[src/rtl/alu_arbiter_pkg.sv]
// -----------------------------------------------------------------------------
// alu_arbiter_pkg
// Shared definitions for the two-port ALU arbiter:
//   - ALU operation codes used by every requester of the shared ALU
//   - port identifiers and the round-robin pointer type
//   - small helpers used by the arbiter sub-module
// -----------------------------------------------------------------------------
package alu_arbiter_pkg;

    // ALU operation codes
    localparam logic [2:0] ALU_OP_ADD = 3'b000;
    localparam logic [2:0] ALU_OP_SUB = 3'b001;
    localparam logic [2:0] ALU_OP_ORI = 3'b010;
    localparam logic [2:0] ALU_OP_LUI = 3'b011;

    // Load-upper-immediate moves the operand into the upper half-word
    localparam int LUI_SHIFT = 16;

    localparam int NUM_PORTS = 2;

    // Identifies one of the two requesters; also the priority pointer type
    typedef enum logic {
        PORT0 = 1'b0,
        PORT1 = 1'b1
    } port_e;

    // Pointer value after a grant: priority moves to the port not served
    function automatic port_e other_port(input port_e p);
        return (p == PORT0) ? PORT1 : PORT0;
    endfunction

endpackage

[src/rtl/alu_arbiter_arb_rr2.sv]
// -----------------------------------------------------------------------------
// arb_rr2
// Two-way arbiter with a 1-bit priority pointer.
//   FAIR = 1 : round-robin, the pointer selects the winner when both request
//   FAIR = 0 : fixed priority, port 0 always wins a contest
// A lone request is granted regardless of the pointer. After a grant the
// pointer moves to the other port; it holds in cycles without a grant.
//
// Ports
//   clk_i   input   clock, rising edge
//   rst_ni  input   synchronous active-low reset (pointer -> PORT0)
//   req_i   input   [1:0] eligible requests
//   gnt_o   output  [1:0] one-hot (or zero) grant, combinational from req_i
// -----------------------------------------------------------------------------
module arb_rr2
    import alu_arbiter_pkg::*;
#(
    parameter bit FAIR = 1'b1
) (
    input  logic       clk_i,
    input  logic       rst_ni,
    input  logic [1:0] req_i,
    output logic [1:0] gnt_o
);

    port_e ptr_q;
    port_e ptr_d;

    always_comb begin
        gnt_o = req_i;
        if (req_i == 2'b11) begin
            if (FAIR && (ptr_q == PORT1)) begin
                gnt_o = 2'b10;
            end else begin
                gnt_o = 2'b01;
            end
        end
    end

    always_comb begin
        ptr_d = ptr_q;
        if (gnt_o[0]) begin
            ptr_d = other_port(PORT0);
        end else if (gnt_o[1]) begin
            ptr_d = other_port(PORT1);
        end
    end

    always_ff @(posedge clk_i) begin
        if (!rst_ni) begin
            ptr_q <= PORT0;
        end else begin
            ptr_q <= ptr_d;
        end
    end

endmodule

[src/rtl/alu_arbiter.sv]
// -----------------------------------------------------------------------------
// alu_arbiter
// Two requesters share a single combinational ALU. At most one request is
// accepted per cycle; its result is registered into that port's result slot
// and presented one cycle after the handshake. A slot that is draining in the
// same cycle may be refilled, so each port sustains one result per cycle.
//
// Parameters
//   WIDTH  operand / result width
//   FAIR   1 = round-robin between ports, 0 = fixed priority to port 0
//
// Ports
//   clk                 input   clock, rising edge
//   reset               input   synchronous active-low reset
//   m<i>_valid          input   request present
//   m<i>_ready          output  request accepted this cycle
//   m<i>_a, m<i>_b      input   [WIDTH] operands
//   m<i>_op             input   [3] ALU operation code
//   r<i>_valid          output  result slot holds a result
//   r<i>_ready          input   consumer takes the result
//   r<i>_data           output  [WIDTH] result
//   r<i>_equal          output  (a == b) of the request
// -----------------------------------------------------------------------------
module alu_arbiter
    import alu_arbiter_pkg::*;
#(
    parameter int WIDTH = 32,
    parameter bit FAIR  = 1'b1
) (
    input  logic             clk,
    input  logic             reset,

    input  logic             m0_valid,
    output logic             m0_ready,
    input  logic [WIDTH-1:0] m0_a,
    input  logic [WIDTH-1:0] m0_b,
    input  logic [2:0]       m0_op,

    input  logic             m1_valid,
    output logic             m1_ready,
    input  logic [WIDTH-1:0] m1_a,
    input  logic [WIDTH-1:0] m1_b,
    input  logic [2:0]       m1_op,

    output logic             r0_valid,
    input  logic             r0_ready,
    output logic [WIDTH-1:0] r0_data,
    output logic             r0_equal,

    output logic             r1_valid,
    input  logic             r1_ready,
    output logic [WIDTH-1:0] r1_data,
    output logic             r1_equal
);

    logic [NUM_PORTS-1:0]            elig;
    logic [NUM_PORTS-1:0]            gnt;
    logic [NUM_PORTS-1:0]            acc;
    logic [NUM_PORTS-1:0]            r_ready;

    logic [WIDTH-1:0]                a_sel;
    logic [WIDTH-1:0]                b_sel;
    logic [2:0]                      op_sel;
    logic [WIDTH-1:0]                alu_data;
    logic                            alu_equal;

    logic [NUM_PORTS-1:0]            slot_valid_q;
    logic [NUM_PORTS-1:0]            slot_valid_d;
    logic [NUM_PORTS-1:0][WIDTH-1:0] slot_data_q;
    logic [NUM_PORTS-1:0][WIDTH-1:0] slot_data_d;
    logic [NUM_PORTS-1:0]            slot_eq_q;
    logic [NUM_PORTS-1:0]            slot_eq_d;

    assign r_ready = {r1_ready, r0_ready};

    // A port may compete only if its slot can take a new result at the edge:
    // either it is empty or its consumer empties it this cycle.
    assign elig[0] = m0_valid & (~slot_valid_q[0] | r0_ready);
    assign elig[1] = m1_valid & (~slot_valid_q[1] | r1_ready);

    arb_rr2 #(
        .FAIR   (FAIR)
    ) u_arb (
        .clk_i  (clk),
        .rst_ni (reset),
        .req_i  (elig),
        .gnt_o  (gnt)
    );

    // While reset is low nothing is accepted, so no request can slip through
    // on the edge that clears the slots.
    assign acc      = gnt & {NUM_PORTS{reset}};
    assign m0_ready = acc[0];
    assign m1_ready = acc[1];

    // Operand steering into the shared ALU; port 0 is the idle default
    always_comb begin
        a_sel  = m0_a;
        b_sel  = m0_b;
        op_sel = m0_op;
        if (gnt[1]) begin
            a_sel  = m1_a;
            b_sel  = m1_b;
            op_sel = m1_op;
        end
    end

    // Shared ALU, purely combinational; unknown op codes yield zero
    always_comb begin
        alu_data = '0;
        case (op_sel)
            ALU_OP_ADD: alu_data = a_sel + b_sel;
            ALU_OP_SUB: alu_data = a_sel - b_sel;
            ALU_OP_ORI: alu_data = a_sel | b_sel;
            ALU_OP_LUI: alu_data = b_sel << LUI_SHIFT;
            default:    alu_data = '0;
        endcase
    end

    assign alu_equal = (a_sel == b_sel);

    // Result slots: a new accept wins over a drain in the same cycle; data
    // only changes on an accept, so it holds while the consumer stalls.
    always_comb begin
        slot_valid_d = slot_valid_q;
        slot_data_d  = slot_data_q;
        slot_eq_d    = slot_eq_q;
        for (int i = 0; i < NUM_PORTS; i++) begin
            if (acc[i]) begin
                slot_valid_d[i] = 1'b1;
                slot_data_d[i]  = alu_data;
                slot_eq_d[i]    = alu_equal;
            end else if (r_ready[i]) begin
                slot_valid_d[i] = 1'b0;
            end
        end
    end

    always_ff @(posedge clk) begin
        if (!reset) begin
            slot_valid_q <= '0;
            slot_data_q  <= '0;
            slot_eq_q    <= '0;
        end else begin
            slot_valid_q <= slot_valid_d;
            slot_data_q  <= slot_data_d;
            slot_eq_q    <= slot_eq_d;
        end
    end

    assign r0_valid = slot_valid_q[0];
    assign r0_data  = slot_data_q[0];
    assign r0_equal = slot_eq_q[0];
    assign r1_valid = slot_valid_q[1];
    assign r1_data  = slot_data_q[1];
    assign r1_equal = slot_eq_q[1];

endmodule

[config.mk]
export PLATFORM = sky130hd
export DESIGN_NAME = alu_arbiter
export DESIGN_NICKNAME = d
export VERILOG_FILES = /design/src/rtl/alu_arbiter_pkg.sv /design/src/rtl/alu_arbiter_arb_rr2.sv /design/src/rtl/alu_arbiter.sv
export SDC_FILE = /design/constraint.sdc
export NUM_CORES = 1
export LEC_CHECK = 0
export CORE_MARGIN = 2
export CORE_UTILIZATION = 46
export CTS_BUF_LIST = sky130_fd_sc_hd__clkbuf_8
export CTS_CLUSTER_SIZE = 16
export DETAILED_ROUTE_END_ITERATION = 7
export HOLD_SLACK_MARGIN = 0.05
export PLACE_DENSITY = 0.77
export SLEW_MARGIN = 20
export SYNTH_ARGS = -nofsm -noshare
export SYNTH_HDL_FRONTEND = slang
export SYNTH_HIERARCHICAL = 1
export SYNTH_SLANG_ARGS = --single-unit
[constraint.sdc]
create_clock -name clk -period 5.6 [get_ports clk]
set_input_delay 0.84 -clock clk [delete_from_list [all_inputs] [get_ports clk]]
set_output_delay 0.84 -clock clk [all_outputs]
set_load 0.02 [all_outputs]
Word level (Yosys, flattened, before mapping)
Index checks and enable logic that the tools add are counted.
{ "op_classes": {"bitwise_logic": 8, "eq_ne": 5, "n_mux": 12, "n_reduce_logical": 4, "add_sub_neg": 2} }
{ "op_table": {"columns": ["cell", "count"], "rows": [
  ["$pmux W32 S4", 1],
  ["$mux W32", 2],
  ["$add A32 B32 Y32", 1],
  ["$eq A32 B32 Y1", 1],
  ["$or A32 B32 Y32", 1],
  ["$sub A32 B32 Y32", 1],
  ["$eq A3 B2 Y1 const B", 2],
  ["$mux W1", 6],
  ["$reduce_bool A2 Y1", 3],
  ["$mux W2", 2],
  ["$eq A3 B1 Y1 const B", 1],
  ["$logic_not A3 Y1", 1],
  ["$mux W3", 1],
  ["$and A1 B1 Y1", 2],
  ["$and A2 B2 Y2", 1],
  ["$eq A2 B2 Y1 const B", 1],
  ["$not A1 Y1", 2],
  ["$or A1 B1 Y1", 2]
]} }
{ "word_totals": {"in_bits": 140, "reg_bits": 69, "wordCells": 38} }

Depth between registers and ports, before layout
{ "depth": {"depth_word": 8, "ltp_mapped": 22, "mapped_depth_nobuf": 17} }

Hierarchy
The synthesis kept the hierarchy.
{ "by_module_without_submodules": {"columns": ["mod", "cells_each", "area_per_inst_um2", "instances", "seq_area_each_um2"], "rows": [
  ["alu_arbiter", 1077, 7907.6, 1, 1361.3],
  ["arb_rr2", 7, 56.3, 1, 20.0]
]} }

Least setup slack after synthesis
Ideal clock, no wire load.
{ "synth_path": {"path_type": "in2reg", "from": "input port r1_ready", "to": "register slot_data_q (netlist bit r0_data[18])", "setup_slack_ps": 69, "path_stages": 22, "path_buffers": 5, "t_arrival_ps": 5456, "required_ps": 5526, "setup_ps": 74, "cell_sequence": "inv_1 > a21boi_0 > a21boi_1 > buf_2 > buf_2 > buf_1 > clkbuf_1 > clkbuf_1 > mux2i_1 > inv_1 > ha_1 > inv_1 > fa_1 > nand2b_1 > a211o_1 > a211oi_2 > o21ai_1 > nand2b_1 > a21oi_1 > o311a_2 > or4b_1 > a31oi_1"} }
{ "synth_via": {"elab_chain_len": 7} }
{ "synth_lines": {"columns": ["element", "line_no", "rtl"], "rows": [
  ["from (decl)", "alu_arbiter.sv:51", "input logic r1_ready,"],
  ["$or A1 B1 Y1 *", "alu_arbiter.sv:79", "assign elig[1] = m1_valid & (~slot_valid_q[1] | r1_ready);"],
  ["$and A1 B1 Y1 *", "alu_arbiter.sv:79", null],
  ["via elig[1]", "alu_arbiter.sv:56", "logic [NUM_PORTS-1:0] elig;"],
  ["$eq A2 B2 Y1", "alu_arbiter_arb_rr2.sv:31", "if (req_i == 2'b11) begin"],
  ["$mux W2 *", "alu_arbiter_arb_rr2.sv:31", null],
  ["via gnt[1]", "alu_arbiter.sv:57", "logic [NUM_PORTS-1:0] gnt;"],
  ["$mux W32 / $mux W3 (equally long branches)", "alu_arbiter.sv:101", "if (gnt[1]) begin"],
  ["$sub A32 B32 Y32 (tied with other cells)", "alu_arbiter.sv:113", "ALU_OP_SUB: alu_data = a_sel - b_sel;"],
  ["$pmux W32 S4 *", "alu_arbiter.sv:111", "case (op_sel)"],
  ["to (signal assigned)", "alu_arbiter.sv:146", "slot_data_q <= slot_data_d;"],
  ["to (decl)", "alu_arbiter.sv:69", "logic [NUM_PORTS-1:0][WIDTH-1:0] slot_data_q;"]
]} }
The timed path passes the listed nets; every way through them passes the cells marked *.
A chain may end at the register's enable or synchronous reset.

Final worst setup path
{ "layout_path": {"from": "input port r1_ready", "to": "register slot_data_q (netlist bit r0_data[19])"} }
Same word-level chain as after synthesis.

==> flow_summary.rst <==
.. list-table::
   :header-rows: 1

   * - Metric
     - Value
   * - Power density normalized to cell area
     - 227 mW/mm²
   * - Critical path cell sequence
     - clkdlybuf4s50_1 > inv_1 > a21boi_0 > a21boi_4 > buf_4 > mux2_2 > inv_1 > ha_1 > a211o_1 > o211ai_1 > nor4_2 > buf_4 > nor3b_1 > o41ai_2 > nand2_1 > a21oi_1 > mux2i_1 > o221a_2
   * - Via count of the first global-routing pass
     - about 8.6k
   * - Outcome
     - finished, final reports clean
   * - CTS buffer count
     - 9
   * - Maximum number of pins on one net before global-route repair
     - 69
   * - Overall track demand over capacity in global routing
     - 0.335
   * - Sequential cell area
     - 0.00138 mm²
   * - Worst VDD drop
     - 116 µV
   * - Final core utilization
     - 0.636
   * - Starting density of the core
     - 0.465
   * - Clock root cell
     - sky130_fd_sc_hd__clkbuf_8
   * - Capture point of the worst path
     - r0_data[19]
   * - Later-pin clock latency in the skew report
     - 360 ps
   * - Hold-fix buffer count after cts
     - 0
   * - Leakage
     - 4.66 nW
   * - Total via count in the routed design
     - approximately 9.1k
   * - Distinct cell type count after synthesis
     - 76
   * - Post-detailed-route DRC marker count
     - 0
   * - Capture instance of the worst register-to-register path
     - r0_data[19]
   * - Critical Path Stages
     - 18
   * - Total setup violations reported at the end of the flow
     - 0
   * - Area leader, netlist
     - sky130_fd_sc_hd__dfxtp_1
   * - Fillers
     - 1628
   * - Start point of the critical path
     - r1_ready
   * - Final nets
     - 1550
   * - Maximum fanout count along the critical path
     - 14
   * - Core area
     - 0.0171 mm²
   * - Post-synth ARST share
     - 0
   * - Share of final-layout standard cells stronger than drive strength 1
     - 0.0931
   * - Die Wd
     - approximately 140 µm
   * - TNS Setup
     - 0 ps
   * - Post-synth top cells
     - sky130_fd_sc_hd__nor2_1, sky130_fd_sc_hd__a21oi_1, sky130_fd_sc_hd__ha_1, sky130_fd_sc_hd__inv_1, sky130_fd_sc_hd__o21ai_0
   * - Max Root-Sink Buffers
     - 2
   * - Post-synthesis cell area
     - 0.00796 mm²
   * - Required time of the worst setup path
     - 5900 ps
   * - Longest individual stage delay on the worst path
     - 540 ps
   * - Highest Clock Rate
     - 190 MHz
   * - Clk sinks
     - 69
   * - CTS clk-pin slew, worst paths
     - roughly 80 ps
   * - CTS H-tree lvls
     - 3
   * - Post-route design area
     - 0.0109 mm²
   * - Number of maximum-capacitance violations
     - 0
   * - Slowest library cell on the worst path
     - sky130_fd_sc_hd__nor4_2
   * - Average wire length per cell after detail routing
     - roughly 20 µm
   * - Count of cells along the worst register-to-register path
     - 16
   * - Global-route wire length before repair
     - 47600 µm
   * - Final hold viol count
     - 0
   * - Total I/O pin count
     - 210
   * - Post-detailed-placement cell area
     - 0.0107 mm²
   * - Vias per inst
     - 5.89
   * - Antenna violations before repair
     - 1
   * - Overall die height
     - 136 µm
   * - Shortest period the worst path allows
     - 5260 ps
   * - RSZ-0062 raised after global routing
     - no
   * - Fraction of the yosys area taken by sequential cells
     - 0.173
   * - Number of enable-type register cells in the synthesized netlist
     - 0
   * - WP data arrival
     - 5560 ps
   * - Worst Setup Start Kind
     - input port
   * - Total routed wirelength
     - just over 30000 µm
   * - Antenna-violating nets left
     - 0
   * - Gate count of the mapped netlist
     - 1084
   * - Number of DRC markers after the initial detailed-route iteration
     - approximately 700
   * - Number of warnings issued by yosys
     - 6
   * - Slew of the pin with the lowest slew margin
     - 881 ps
   * - Post-synth net total
     - 1328
   * - Tcrit/Tclk final
     - 0.939
   * - Share of Yosys cell area claimed by the top area cell type
     - 0.173
   * - DP HPWL
     - between 20000 and 30000 µm
   * - Post-synth top flop
     - sky130_fd_sc_hd__dfxtp_1
   * - Combined area of the multi-input logic cells
     - between 0.005 and 0.006 mm²
   * - Slack of the worst reg-to-reg path
     - 1000 ps
   * - Worst r2r src
     - slot_valid_q[1]
   * - Area Overhead vs Synth
     - 36.7%
   * - Crit. End Element
     - flop
   * - Final slew viol count
     - 0
   * - Post-synthesis sequential element count
     - 69
   * - CP delay by family, top
     - compound AO/OA/AOI/OAI gates
   * - Final clock skew
     - 12.6 ps
   * - Most numerous cell in the Yosys netlist
     - sky130_fd_sc_hd__nor2_1
   * - Dominant cells by area after synthesis
     - sky130_fd_sc_hd__dfxtp_1, sky130_fd_sc_hd__ha_1, sky130_fd_sc_hd__mux2i_1, sky130_fd_sc_hd__a21oi_1, sky130_fd_sc_hd__o21ai_0
   * - Row count
     - 48
   * - Overall die area
     - approximately 0.018 mm²
   * - DRT Pass-1 Iters
     - 5
   * - Critical path start-end classification
     - input port to flop
   * - Mapped Avg Cell Area
     - 7.35 µm²
   * - WP buf/inv
     - 5
   * - CTS tree
     - yes
   * - Total of buffers placed on input and output ports
     - 209
   * - Antenna cell count
     - 0
   * - Final global-route overflow total
     - 0
   * - Global placement routability congestion
     - around 1.1
   * - Origin of the worst min-delay path
     - r0_data[2]
   * - Slew HR
     - 0.412
   * - Tightest Hold Check Type
     - flop to flop
[placed cells by master (no fill, tap or decap), types with 4 or more instances in the layout]
cell type	count
sky130_fd_sc_hd__a21oi_1	102
sky130_fd_sc_hd__nor3_1	25
sky130_fd_sc_hd__a211oi_1	37
sky130_fd_sc_hd__nor2_1	103
sky130_fd_sc_hd__and2_1	5
sky130_fd_sc_hd__o21a_1	4
sky130_fd_sc_hd__ha_1	102
sky130_fd_sc_hd__mux2_2	14
sky130_fd_sc_hd__o211ai_1	20
sky130_fd_sc_hd__buf_4	69
sky130_fd_sc_hd__nor4_1	9
sky130_fd_sc_hd__clkdlybuf4s50_1	209
sky130_fd_sc_hd__dfxtp_1	69
sky130_fd_sc_hd__nand2b_1	16
sky130_fd_sc_hd__o21ai_0	86
sky130_fd_sc_hd__inv_1	97
sky130_fd_sc_hd__or3_1	10
sky130_fd_sc_hd__o22ai_1	4
sky130_fd_sc_hd__nand3_1	11
sky130_fd_sc_hd__o31ai_1	6
sky130_fd_sc_hd__xnor2_1	18
sky130_fd_sc_hd__a31oi_1	29
sky130_fd_sc_hd__nor2b_1	11
sky130_fd_sc_hd__o311a_1	4
sky130_fd_sc_hd__a21o_1	15
sky130_fd_sc_hd__nand4_1	7
sky130_fd_sc_hd__clkbuf_8	9
sky130_fd_sc_hd__nand2_1	68
sky130_fd_sc_hd__mux2i_1	59
sky130_fd_sc_hd__and3_1	5
[worst reg2reg max path: cells and delay by family (launching register included)]
kind                     cells  cell delay (ps)
AO/OA/AOI/OAI                7             1760
multiplexers                 2              810
buffers and inverters        3              660
flip-flops                   1              330
adder cells (fa/ha/maj)      1              250
AND/OR/NAND/NOR              3              710
[worst min-delay path by stage]
| stage | end | slack [ps] | cells after the start |
|---|---|---|---|
| finish | r0_data[2] | 500 | 2 |
| global route | r0_data[3] | 520 | 2 |
| detailed placement | slot_eq_q[0] | 490 | 2 |
| global placement | slot_eq_q[1] | 480 | 2 |
| floorplan | u_arb/ptr_q | 440 | 1 |
| CTS | r0_data[2] | 500 | 2 |
[stage by stage]
| step | total power [mW] | instances | setup slack (ps) | hold WS, ps |
|---|---|---|---|---|
| 6_report | 2.47 | 1536 | 339 | 499 |
| 5_1_grt | 2.61 | 1536 | 79.1 | 523 |
| 4_1_cts | 2.44 | 1533 | 1.06 | 503 |
| 3_5_place_dp | 2.01 | 1517 | -328 | 491 |
| 3_3_place_gp | 2.01 | 1517 | -269 | 478 |
| 2_1_floorplan | 1.44 | 1084 | 69.3 | 444 |
[layout make-up]
type / count / share of cell area
flip-flops and latches: 69 / 0.127
repair buffers: 281 / 0.245
clock buffers: 9 / 0.0114
clock inverters: 7 / 0.00678
well taps: 225 / 0.0259
multi-input cells: 847 / 0.550
inverters: 98 / 0.0338
[sequential cells by signal, indices dropped and copies added (netlist names)]
register      count
r0_data          32
r1_data          32
slot_eq_q         2
slot_valid_q      2
u_arb/ptr_q       1
[metal layers]
metal	track usage	up-vias	wire, µm
met1	0.426	4222	13200
met5	0	-	12
li1	-	4327	-
met3	0.0640	68	2540
met4	0.143	2	1330
met2	0.554	434	14100
[power by group]
part	internal [mW]	total, mW	switching (mW)
sequential	0.539	0.570	0.0304
combinational	0.621	1.47	0.852
clock	0.207	0.431	0.224
[cell families after synthesis]
kind of cell	after synthesis	synth area share
fa+ha+maj	104	0.165
buf+inv	168	0.0822
mux	74	0.0952
flops	69	0.173
compound gates	365	0.295
simple gates	284	0.167
xor+xnor	20	0.0220
[what timing repair did]
item,in CTS,in global routing
setup buffers,0,3
resized for setup,0,2
setup endpoints to repair,0,6
Power figures use the tool's default switching activity.
